[config.mk]
export PLATFORM = sky130hd
export DESIGN_NAME = reg_fifo
export DESIGN_NICKNAME = d
export VERILOG_FILES = /design/src/rtl/reg_pkg.sv /design/src/rtl/wrap_counter.sv /design/src/rtl/reg_fifo.sv
export SDC_FILE = /design/constraint.sdc
export NUM_CORES = 1
export LEC_CHECK = 0
export CELL_PAD_IN_SITES_DETAIL_PLACEMENT = 1
export CELL_PAD_IN_SITES_GLOBAL_PLACEMENT = 1
export CORE_MARGIN = 10
export CORE_UTILIZATION = 47
export DETAILED_ROUTE_END_ITERATION = 8
export DONT_BUFFER_PORTS = 1
export PLACE_DENSITY = 0.79
export SETUP_SLACK_MARGIN = 0.05
export SYNTH_ARGS = -nofsm -noshare
export SYNTH_HDL_FRONTEND = slang
export SYNTH_HIERARCHICAL = 1
export SYNTH_SLANG_ARGS = --single-unit
export TNS_END_PERCENT = 30
[constraint.sdc]
create_clock -name Clk -period 18.6 [get_ports Clk]
set_input_delay 3.72 -clock Clk [delete_from_list [all_inputs] [get_ports Clk]]
set_output_delay 3.72 -clock Clk [all_outputs]
set_load 0.01 [all_outputs]
[src/rtl/reg_pkg.sv]
// Shared definitions for the register FIFO family: default word width and
// the ring-buffer pointer wrap helper.
package reg_pkg;

  localparam int DEFAULT_WIDTH = 64;

  typedef logic signed [DEFAULT_WIDTH-1:0] default_word_t;

  // Depth need not be a power of two, so wrap is an explicit compare.
  function automatic int unsigned next_ptr(input int unsigned ptr,
                                           input int unsigned depth);
    return (ptr == depth - 1) ? 0 : ptr + 1;
  endfunction

endpackage

[src/rtl/wrap_counter.sv]
// Modulo-MAX pointer register with synchronous clear, used for the FIFO
// read and write pointers.
module wrap_counter
  import reg_pkg::*;
#(
  parameter int MAX = 8,
  parameter int W   = $clog2(MAX)
) (
  input  logic         Clk,
  input  logic         Reset,
  input  logic         Clear,
  input  logic         inc,
  output logic [W-1:0] value
);

  logic [W-1:0] value_q, value_d;

  always_comb begin
    value_d = value_q;
    if (Clear) begin
      value_d = '0;
    end else if (inc) begin
      value_d = W'(next_ptr(32'(value_q), 32'(MAX)));
    end
  end

  always_ff @(posedge Clk or negedge Reset) begin
    if (!Reset) begin
      value_q <= '0;
    end else begin
      value_q <= value_d;
    end
  end

  assign value = value_q;

endmodule

[src/rtl/reg_fifo.sv]
// DEPTH-entry first-word-fall-through buffer of signed words with occupancy
// count, full/empty flags and sticky overflow/underflow flags.
module reg_fifo
  import reg_pkg::*;
#(
  parameter  int WIDTH = DEFAULT_WIDTH,
  parameter  int DEPTH = 8,
  localparam int CW    = $clog2(DEPTH + 1)
) (
  input  logic                    Clk,
  input  logic                    Reset,
  input  logic                    Clear,
  input  logic                    LD_EN,
  input  logic                    RD_EN,
  input  logic signed [WIDTH-1:0] Data_In,
  output logic signed [WIDTH-1:0] Data_Out,
  output logic                    Full,
  output logic                    Empty,
  output logic [CW-1:0]           Count,
  output logic                    Overflow,
  output logic                    Underflow
);

  localparam int PW = $clog2(DEPTH);

  typedef logic signed [WIDTH-1:0] word_t;

  word_t         mem [DEPTH];
  logic [PW-1:0] wr_ptr, rd_ptr;
  logic [CW-1:0] count_q, count_d;
  logic          ovf_q, ovf_d;
  logic          unf_q, unf_d;
  logic          push_ok, pop_ok;

  assign Full  = (count_q == CW'(DEPTH));
  assign Empty = (count_q == '0);

  // A pop frees the head slot in the same edge, so a full FIFO still takes a push.
  assign push_ok = LD_EN & (~Full | RD_EN);
  assign pop_ok  = RD_EN & ~Empty;

  wrap_counter #(
    .MAX (DEPTH),
    .W   (PW)
  ) u_wr_ptr (
    .Clk   (Clk),
    .Reset (Reset),
    .Clear (Clear),
    .inc   (push_ok),
    .value (wr_ptr)
  );

  wrap_counter #(
    .MAX (DEPTH),
    .W   (PW)
  ) u_rd_ptr (
    .Clk   (Clk),
    .Reset (Reset),
    .Clear (Clear),
    .inc   (pop_ok),
    .value (rd_ptr)
  );

  always_comb begin
    count_d = count_q;
    ovf_d   = ovf_q;
    unf_d   = unf_q;
    if (Clear) begin
      count_d = '0;
      ovf_d   = 1'b0;
      unf_d   = 1'b0;
    end else begin
      if (push_ok && !pop_ok) begin
        count_d = count_q + CW'(1);
      end else if (pop_ok && !push_ok) begin
        count_d = count_q - CW'(1);
      end
      if (LD_EN && !push_ok) begin
        ovf_d = 1'b1;
      end
      if (RD_EN && !pop_ok) begin
        unf_d = 1'b1;
      end
    end
  end

  always_ff @(posedge Clk or negedge Reset) begin
    if (!Reset) begin
      count_q <= '0;
      ovf_q   <= 1'b0;
      unf_q   <= 1'b0;
    end else begin
      count_q <= count_d;
      ovf_q   <= ovf_d;
      unf_q   <= unf_d;
    end
  end

  // Storage is deliberately not reset; Empty masks stale contents.
  always_ff @(posedge Clk) begin
    if (push_ok && !Clear) begin
      mem[wr_ptr] <= Data_In;
    end
  end

  assign Data_Out  = Empty ? '0 : mem[rd_ptr];
  assign Count     = count_q;
  assign Overflow  = ovf_q;
  assign Underflow = unf_q;

endmodule
Word-level counts from Yosys, hierarchy flattened
Memory sizes are Yosys's and may differ from the RTL's.
Cells that the tools add are included.
W data, S select, Z words.
Storage, ports and cells
  output and inout port bits: 72
  input port bits: 69
  ROM bits: 0
  logic and storage cells: 48
  bits in latches: 0
  bits in writable memories: 512
  bits in registers: 12
  memories: 1
Operators by class
  bitwise operators: 5
  mux-type cells: 16
  multipliers: 0
  add/sub/neg operators: 4
  equal/unequal tests: 3
  divide/modulo/power cells: 0
  reductions and logical operators: 14
  shift operators: 0
  magnitude comparators: 0
Memory list
  mem: words 8, width 64, read ports 1, clocked after memory_dff 0, wr ports 1, RTL line reg_fifo.sv:28  | word_t mem [DEPTH];
Operator list (count)
  $mux W64: 1
  $mux W3: 6
  $mux W4: 3
  $reduce_bool A2 Y1: 4
  $add A3 B1 Y3 const B: 2
  $eq A3 B3 Y1 const B: 2
  $mux W1: 6
  $logic_and A1 B1 Y1: 5
  $add A4 B1 Y4 const B: 1
  $eq A4 B4 Y1 const B: 1
  $logic_not A4 Y1: 1
  $sub A4 B1 Y4 const B: 1
  $logic_not A1 Y1: 3
  $reduce_bool A3 Y1: 1
  $and A1 B1 Y1: 2
  $not A1 Y1: 2
  $or A1 B1 Y1: 1

Depth between registers and ports, before layout
Gate-level depths: netlist (run 1).
  word-level depth: 9
  depth in mapped cells: 8
  gate-level depth less buffers: 7

Modules after synthesis
Netlist (run 1), hierarchy kept.
Modules (own cells, without submodules)
  reg_fifo: area an instance 19905.3 sq um, instances 1, sequential area each 15524.9 sq um, cells an instance 875
  wrap_counter: area an instance 151.4 sq um, instances 2, sequential area each 75.1 sq um, cells an instance 12

Least setup slack after synthesis (run 1)
No wires, ideal clock.
  kind: input -> register
  start: input LD_EN
  end: memory mem[5][0] (netlist bit), enable pin
  slack: 7.157 ns
  library setup time: 0.666 ns
  cell stages on the path: 5
  arrival: 10.777 ns
  data required time: 17.934 ns
  path buffers: 1
  cell sequence: buf_2 -> o21ai_4 -> inv_2 -> nand2_2 -> nor4b_1
Between the ends
  word-level cells in the longest chain between the ends: 4
RTL lines
  start: declaration: RTL line reg_fifo.sv:13  | input logic LD_EN,
  $and A1 B1 Y1: RTL line reg_fifo.sv:39  | assign push_ok = LD_EN & (~Full | RD_EN);
  net push_ok: RTL line reg_fifo.sv:33  | logic push_ok, pop_ok;
  $logic_and A1 B1 Y1: RTL line reg_fifo.sv:101  | if (push_ok && !Clear) begin
  $mux W1: RTL line reg_fifo.sv:101
  $mux W1 (not written as such): RTL line reg_fifo.sv:102  | mem[wr_ptr] <= Data_In;
  end: declaration: RTL line reg_fifo.sv:28
The timed path passes the listed nets, and every way through them passes these cells.

Final worst setup path (run 1)
  start: register u_rd_ptr.value_q[1] (netlist: u_rd_ptr/value[1])
  end: output Data_Out[59]
Between the ends
  word-level cells in the longest chain between the ends: 2
RTL lines
  start: declaration: RTL line wrap_counter.sv:16  | logic [W-1:0] value_q, value_d;
  start signal: assignment: RTL line wrap_counter.sv:31  | value_q <= value_d;
  $mem_v2 Z8 W64
  $mux W64: RTL line reg_fifo.sv:106  | assign Data_Out = Empty ? '0 : mem[rd_ptr];
  end: declaration: RTL line reg_fifo.sv:16  | output logic signed [WIDTH-1:0] Data_Out,
Every way passes these cells.

==> flow_summary.ini, run 1 <==
[worst_setup_path]
cp_slowest_cell = dfrtp_4
start_kind = register
crit_path_end_kind = output port
crit_chain = buf_4 -> mux4_2 -> mux2i_1 -> nor2_1
crit_type = reg -> out
rr_worst_depth = 6
path_delay_family = flip-flops
path_buf_inv = 1
max_stage_delay_ns = 1.17
ff2ff_setup_slack_ns = 15.01
required_ns = 14.88
cp.arrival_ns = 3.53
timing.rr.start = Count[0]
path_max_fanout = 75
worstReg2RegEnd = mem[5][30]
cp.depth = 4

[timing]
worst_pin_slew_ns = 1.154
relSlewSlack_pct = 23.08
rsz0062_at_grt = no
finalSetupViolCount = 0
fin_crit_sh_pct = 38.97
fin_crit_ns = 7.248
finalClockSkew_ns = 0.01412
hold_viol = 0
hold-worst-slack_ns = 0.5815
slew_viol_final = 0
fmax_mhz = 138.0
tns_ns = 0

[clock_network]
h-tree-depth = 2
cts_buffers = 51
cts_buffer_depth = 3
cts_tree = done
cts-resized-gates = 0
postCtsSetupBuffers = 0
clock_latency_ns = 0.58
cts.sinks = 524
cts_hold_buf = 0
cts_root_buf = clkbuf_16
path_clk_slew_ns = 0.06

[synthesis]
ys_types = 39
yosysSeqAreaShare_pct = 77.57
ys_seq_elements = 524
syn-num-nets = 975
yosys.area_share.simple_pct = 2.328
synth_edf_count = 512
synth_compound_area_share_pct = 0.6006
synth-main-ff-cell = edfxtp_1
yosys.area_share.adder_pct = 0.4706
synth_mux_area_share_pct = 17.63
syn_avg_cell_area_um2 = 22.48
yosysWarnings = 6
synth_area_um2 = 20210
synth_xor_area_share_pct = 0.1300
async_flop_share_pct = 2.290
synth_cells = 899
synth_top_family_by_area = multiplexers

[final_layout]
layout-drive-gt1-share_pct = 24.64
fin_cells = 1501
final_cell_area_um2 = 22450
multi_input_area_um2 = 4334
num_antenna_cells = 0
regArea_um2 = 15690
layout.nets = 1002
syn_to_final_growth_pct = 11.11
n_fill_cell = 3635

[grt]
antenna_found_initial = 0
grt_pass1_wl_um = 62600
grt_pass1_vias = 9725
track_usage_pct = 16.40
grt_max_degree = 89
gr-total-overflow = 0

[min_path]
hp-class = reg -> reg
min_path_cells = 2
min_from = Overflow
min_to = Overflow

[outcome]
status = complete, no violations

[detailed_routing]
antenna_left = 0
wl_per_cell_um = 27.66
route.final.wire_length_um = 41520
drtIter0Drc = 713
via_per_inst = 5.847
vias = 8776
drt_drc_violations_left = 0
dr.pass1.iters = 4

[floorplanning]
start_util_pct = 47.85
core_um2 = 42230
die_x_um = 227.4
die_y_um = 227.4
io_pins = 141
rows = 75
die_area_um2 = 51690

[placed_design]
gp_congestion = 0.6608
post-place-cells = 1412
portBuffers = 0
placedInstanceArea_um2 = 20870
hpwl_um = 22770

[job]
maxCapViolCount = 0

[pwr]
power_leakage_nw = 6.806
powerDensity_nw_per_um2 = 127.6
vdd_drop_max_mv = 0.08776
layout make-up:
| cell class | instances | share of cell area, % |
|---|---|---|
| Timing Repair Buffer | 19 | 0.6910 |
| Clock buffer | 63 | 5.884 |
| Sequential cell | 524 | 69.86 |
| Inverter | 5 | 0.08358 |
| Multi-Input combinational cell | 325 | 19.30 |
| Clock inverter | 26 | 1.176 |
| Tap cell | 539 | 3.003 |
worst min-delay path: cells and delay by family (launching register included):
| kind | cells | cell delay, ns |
|---|---|---|
| compound gates | 1 | 0.06 |
| simple gates | 1 | 0.08 |
| flops | 1 | 0.40 |
worst max-delay path by stage:
stage	from	endpoint	slack (ns)
after floorplan	LD_EN	mem[5][0]	7.16
after global placement	u_rd_ptr/value[1]	Data_Out[59]	11.94
after detailed placement	u_rd_ptr/value[1]	Data_Out[59]	11.93
after CTS	u_rd_ptr/value[1]	Data_Out[59]	11.31
after global routing	u_rd_ptr/value[1]	Data_Out[59]	11.15
final	u_rd_ptr/value[1]	Data_Out[59]	11.35
power by group:
part           leakage [nW]  total, mW  switching [mW]  internal, mW
combinational          1.25      0.494           0.286         0.208
clock                 0.777      0.989           0.417         0.572
sequential             4.78       1.38          0.0545          1.33
cell families (layout without fill, tap and decap cells):
kind of cell,Yosys count,after routing
flops,524,524
mux,196,196
simple gates,104,104
buf+inv,50,113
compound gates,15,15
fa+ha+maj,7,7
xor+xnor,3,3
cells in the final DEF, fill, tap and decap left out, drive strengths merged, types with 3 or more instances in the layout:
cell type,instances
xnor2,3
nand2,4
a21oi,6
a211oi,3
bufinv,5
nor3,4
ha,6
inv,7
dfrtp,12
mux4,128
nand2b,4
clkbuf,63
nor4,4
mux2i,68
buf,19
clkinv,18
edfxtp,512
nor2,77
synthesized netlist by cell type (all sizes together) (2+ instances only):
cell type  count  area (µm²)
o21ai          2       21.27
xnor2          3       26.28
clkbuf         9       33.78
edfxtp       512       15370
buf           36       203.9
nor4           4       31.28
a21oi          6       37.54
inv            5       18.77
mux4         128        2883
nand2          4       17.52
nor3           4       20.02
nor2b          2       12.51
or3b           2       17.52
nand2b         4       25.02
nor2          77       289.0
a211oi         3       27.52
ha             6       75.07
dfrtp         12       300.3
nor4b          2       17.52
mux2i         68       680.7
state kept, by name, indices dropped and copies added, names as in the netlist:
name	cells
u_wr_ptr/value	3
Count	4
Underflow	1
u_rd_ptr/value	3
mem	512
Overflow	1
layer usage:
layer | vias up | share of wire (%) | GRT usage [%]
met5 | - | 0 | 0
met4 | 0 | 1.7 | 4.385
met3 | 58 | 6.3 | 4.195
met2 | 179 | 52 | 28.25
met1 | 4763 | 40 | 20.33
li1 | 3776 | - | -
stage by stage:
stage | util [%] | total power, mW | setup slack (ns)
global placement | 49.42 | 1.905 | 11.94
CTS | 53.17 | 2.910 | 11.31
detailed placement | 49.42 | 1.920 | 11.93
floorplan | - | 1.800 | 7.157
finish | 53.17 | 2.866 | 11.35
global route | 53.17 | 2.990 | 11.15
Note: power is estimated with default switching activity, not from simulation.
==> run 2: changes to the inputs <==
- PLACE_DENSITY: 0.79 -> 0.82
- clock period: 18.6 -> 6.4 ns (I/O delays scaled with it)
==> run 2 against run 1 <==
Against the previous run:
- register-to-register slack got worse by 12 ns
- sequential share of layout area down 0.37 points
- global-route usage up 0.58 points
- setup slack got worse by 9.7 ns
- clock skew rose by 0.00053 ns
- utilization is 0.28 points higher
- cell count rose by 0.67%
- largest power group unchanged
==> flow_summary.ini, run 2 (synthesized netlist as in run 1, its figures left out) <==
[outcome]
status = complete, no violations

[placed_design]
post-place-cells = 1415
placedInstanceArea_um2 = 20920
pre_cts_ws_ns = 2.230
gp_congestion = 0.6863
portBuffers = 0
hpwl_um = 24090

[detailed_routing]
vias = 8946
antenna_left = 0
route.final.wire_length_um = 43120
drt-met1-wl_um = 17800
routed.top_layer = met4
via_per_inst = 5.921
wl_per_cell_um = 28.54
drt_drc_violations_left = 0
dr.pass1.iters = 6
routed-wl-met2_um = 21610
drtIter0Drc = 700
wl_met3_um = 2746

[grt]
grt_pass1_wl_um = 64750
grt_max_degree = 69
antenna_found_initial = 0
grt_pass1_vias = 9825
gr-total-overflow = 0
track_usage_pct = 16.99

[worst_setup_path]
crit_type = reg -> out
crit_path_end_kind = output port
path_max_fanout = 68
cp.arrival_ns = 3.43
required_ns = 5.12
start_kind = register

[timing]
slew_viol_final = 0
finalSetupViolCount = 0
relSlewSlack_pct = 28.06
fin_crit_ns = 4.706
rsz0062_at_grt = no
hold-worst-slack_ns = 0.3782
tns_ns = 0
finalClockSkew_ns = 0.01465
fmax_mhz = 212.5
fin_crit_sh_pct = 73.54
hold_viol = 0
worst_pin_slew_ns = 1.079
setup_slack_ns = 1.694

[clock_network]
postCtsSetupBuffers = 0
cts_buffers = 53
cts_buffer_depth = 3
cts-resized-gates = 0
cts_tree = done
h-tree-depth = 2
cts_root_buf = clkbuf_16
path_clk_slew_ns = 0.06
cts.sinks = 524
clock_latency_ns = 0.59
cts_hold_buf = 0

[floorplanning]
die_x_um = 227.4
rows = 75
io_pins = 141
core_um2 = 42230
die_y_um = 227.4
start_util_pct = 47.85
die_area_um2 = 51690

[job]
maxCapViolCount = 0

[final_layout]
finish.utilization_pct = 53.46
final_common_cell = edfxtp_1
final_cell_area_um2 = 22570
fin_cells = 1511
largest_reg_flops = 512
layout-drive-gt1-share_pct = 24.79
most-common-layout-cells = 512 x edfxtp_1, 128 x mux4_2, 76 x nor2_1
largest_register = mem
num_antenna_cells = 0
syn_to_final_growth_pct = 11.71
layout.nets = 1007

[pwr]
total_power_mw = 8.430
powerDensity_nw_per_um2 = 373.4
power_leakage_nw = 6.857
vdd_drop_max_mv = 0.2922

[min_path]
hp-class = in -> async
[run 2: layout make-up]
class | count | area [µm²]
multi-input cells | 325 | 4360
fillers | 3576 | 19650
flip-flops and latches | 524 | 15690
well taps | 539 | 674.4
clock inverters | 23 | 192.7
clock buffers | 73 | 1464
inverters | 5 | 18.77
repair buffers | 22 | 177.7
[run 2: path summary, 6_finish.rpt]
| check | slack (ns) | start | endpoint | depth (start not counted) |
|---|---|---|---|---|
| max | 1.69 | u_rd_ptr/value[1] | Data_Out[1] | 4 |
| min | 0.38 | Reset | Underflow | 0 |
| max reg2reg | 3.32 | Count[0] | mem[6][47] | 7 |
| min reg2reg | 0.58 | Underflow | Underflow | 2 |
| max in group asynchronous | 5.93 | Reset | u_rd_ptr/value[2] | 0 |
| min in group Clk | 0.58 | Underflow | Underflow | 2 |
[run 2: worst max-delay path, stage by stage (launching register included)]
cell and delay [ns]:
dfrtp_4 1.14, buf_4 0.70, mux4_2 0.40, mux2i_1 0.42, nor2_1 0.16
[run 2: power by group]
| part | total, mW | switching (mW) | internal (mW) | leakage, nW |
|---|---|---|---|---|
| registers | 4.02 | 0.162 | 3.86 | 4.78 |
| clock network | 2.96 | 1.25 | 1.72 | 0.809 |
| logic | 1.45 | 0.839 | 0.607 | 1.27 |
| total | 8.43 | 2.25 | 6.18 | 6.86 |
[run 2: metal layers]
layer / global-route usage (%) / vias up
met3: 5.186 / 60
met2: 28.25 / 205
met4: 4.708 / 0
li1: - / 3792
met5: 0 / -
met1: 21.31 / 4889
==> run 3: changes to the inputs <==
- PLACE_DENSITY: 0.82 -> 0.79
- clock period: 6.4 -> 4.9 ns (I/O delays scaled with it)
==> run 3 against run 2 <==
Against the previous run:
- global-route usage hardly changed
- die area unchanged
- cell count barely moved
- critical path depth did not move
- clock skew down 0.0042 ns
- first-iteration DRC count rose by 14%
- via count shrank 0.97%
- flip-flop and latch count unchanged
- clock power rose by 32%
- worst hold slack got worse by 0.28 ns
- critical path type unchanged
==> flow_summary.ini, run 3 (synthesized netlist as in run 1, its figures left out) <==
[placed_design]
gp_congestion = 0.6975
pre_cts_ws_ns = 1.554
placedInstanceArea_um2 = 21090
hpwl_um = 24930
portBuffers = 0

[clock_network]
cts_root_buf = clkbuf_16
path_clk_slew_ns = 0.06
cts.sinks = 524
postCtsSetupBuffers = 0
h-tree-depth = 2
cts_tree = done
cts_buffer_depth = 3
clock_latency_ns = 0.58
cts_hold_buf = 0
cts_buffers = 52
cts-resized-gates = 0

[detailed_routing]
route.final.wire_length_um = 42730
vias = 8859
antenna_left = 0
drt_drc_violations_left = 0
via_per_inst = 5.867
drtIter0Drc = 796
wl_per_cell_um = 28.30
dr.pass1.iters = 4

[timing]
finalSetupViolCount = 0
hold_viol = 0
finalClockSkew_ns = 0.01043
slew_viol_final = 0
rsz0062_at_grt = no
worst_pin_slew_ns = 1.121
fin_crit_ns = 3.939
setup_slack_ns = 0.9608
tns_ns = 0
fmax_mhz = 253.9
fin_crit_sh_pct = 80.39
relSlewSlack_pct = 24.69

[floorplanning]
die_y_um = 227.4
die_x_um = 227.4
io_pins = 141
die_area_um2 = 51690
core_um2 = 42230
start_util_pct = 47.85
rows = 75

[final_layout]
finish.utilization_pct = 53.86
layout-drive-gt1-share_pct = 25.13
largest_register = mem
largest_reg_flops = 512
syn_to_final_growth_pct = 12.55
most-common-layout-cells = 512 x edfxtp_1, 128 x mux4_2, 76 x nor2_1
final_common_cell = edfxtp_1
final_cell_area_um2 = 22740
num_antenna_cells = 0
layout.nets = 1012

[min_path]
hp-class = in -> async

[worst_setup_path]
path_buf_inv = 1
required_ns = 3.92
crit_type = reg -> out
start_kind = register
max_stage_delay_ns = 1.17
critical_path.endpoint = Data_Out[21]
path_delay_family = flip-flops
path_max_fanout = 70
cp.arrival_ns = 2.96
worstReg2RegEnd = mem[6][30]
rr_worst_depth = 6
ff2ff_setup_slack_ns = 2.13
crit_path_end_kind = output port
timing.rr.start = Count[0]
crit_start = u_rd_ptr/value[1]
cp_slowest_cell = dfrtp_4
crit_chain = buf_12 -> mux4_2 -> mux2i_1 -> nor2_1
cp.depth = 4

[pwr]
switchingPower_mw = 2.927
seqPwrFrac_pct = 47.1
comb_power_share_pct = 17.7
powerDensity_nw_per_um2 = 489.1
p_int_mw = 8.197
swShare_pct = 26.31
power_leakage_nw = 6.916
pwr-share-clk_pct = 35.2
vdd_drop_max_mv = 0.3524

[grt]
gr-total-overflow = 0
gr-usage-met2_pct = 29.33
track_usage_pct = 16.96
grtUsageMet3_pct = 4.234
busiest_layer = met2
antenna_found_initial = 0
grt_pass1_vias = 10050
grt_pass1_wl_um = 64700
use_met1_pct = 20.57
grt_max_degree = 71

[outcome]
status = complete, no violations

[job]
maxCapViolCount = 0
run 3: worst min path at each step:
stage | startpoint | end | slack [ns] | cells after the start
floorplan | u_rd_ptr/value[2] | u_rd_ptr/value[2] | 0.51 | 2
global placement | Underflow | Underflow | 0.56 | 2
detailed placement | Underflow | Underflow | 0.57 | 2
CTS | Reset | u_rd_ptr/value[0] | 0.06 | 0
global route | Reset | u_rd_ptr/value[0] | 0.06 | 0
finish | Reset | Count[2] | 0.09 | 0
run 3: per-layer routing:
layer	vias to the layer above	part of all wire, %
met5	-	0
met4	0	2.4
met3	66	6.3
met2	216	52
met1	4781	40
li1	3796	-
run 3: cell type report:
type,instances,area [µm²]
Fill cell,3565,19480
Sequential cell,524,15690
Multi-Input combinational cell,325,4384
Clock buffer,62,1360
Tap cell,539,674.4
Timing Repair Buffer,28,322.8
Clock inverter,27,297.8
Inverter,5,18.77
run 3: metrics by stage:
| step | cells | total power, mW | hold WS [ns] |
|---|---|---|---|
| final | 1510 | 11.12 | 0.09432 |
| after global routing | 1510 | 11.61 | 0.05965 |
| after CTS | 1510 | 11.29 | 0.05571 |
| after detailed placement | 1421 | 7.374 | 0.5732 |
| after global placement | 1421 | 7.297 | 0.5600 |
| after floorplan | 899 | 6.831 | 0.5096 |
run 3: power groups by stage:
stage	clock, mW	combinational, mW	sequential (mW)
floorplan	0	1.63	5.20
global placement	0	1.97	5.33
detailed placement	0	2.03	5.34
CTS	4.00	2.04	5.24
global route	4.18	2.17	5.26
finish	3.91	1.97	5.24
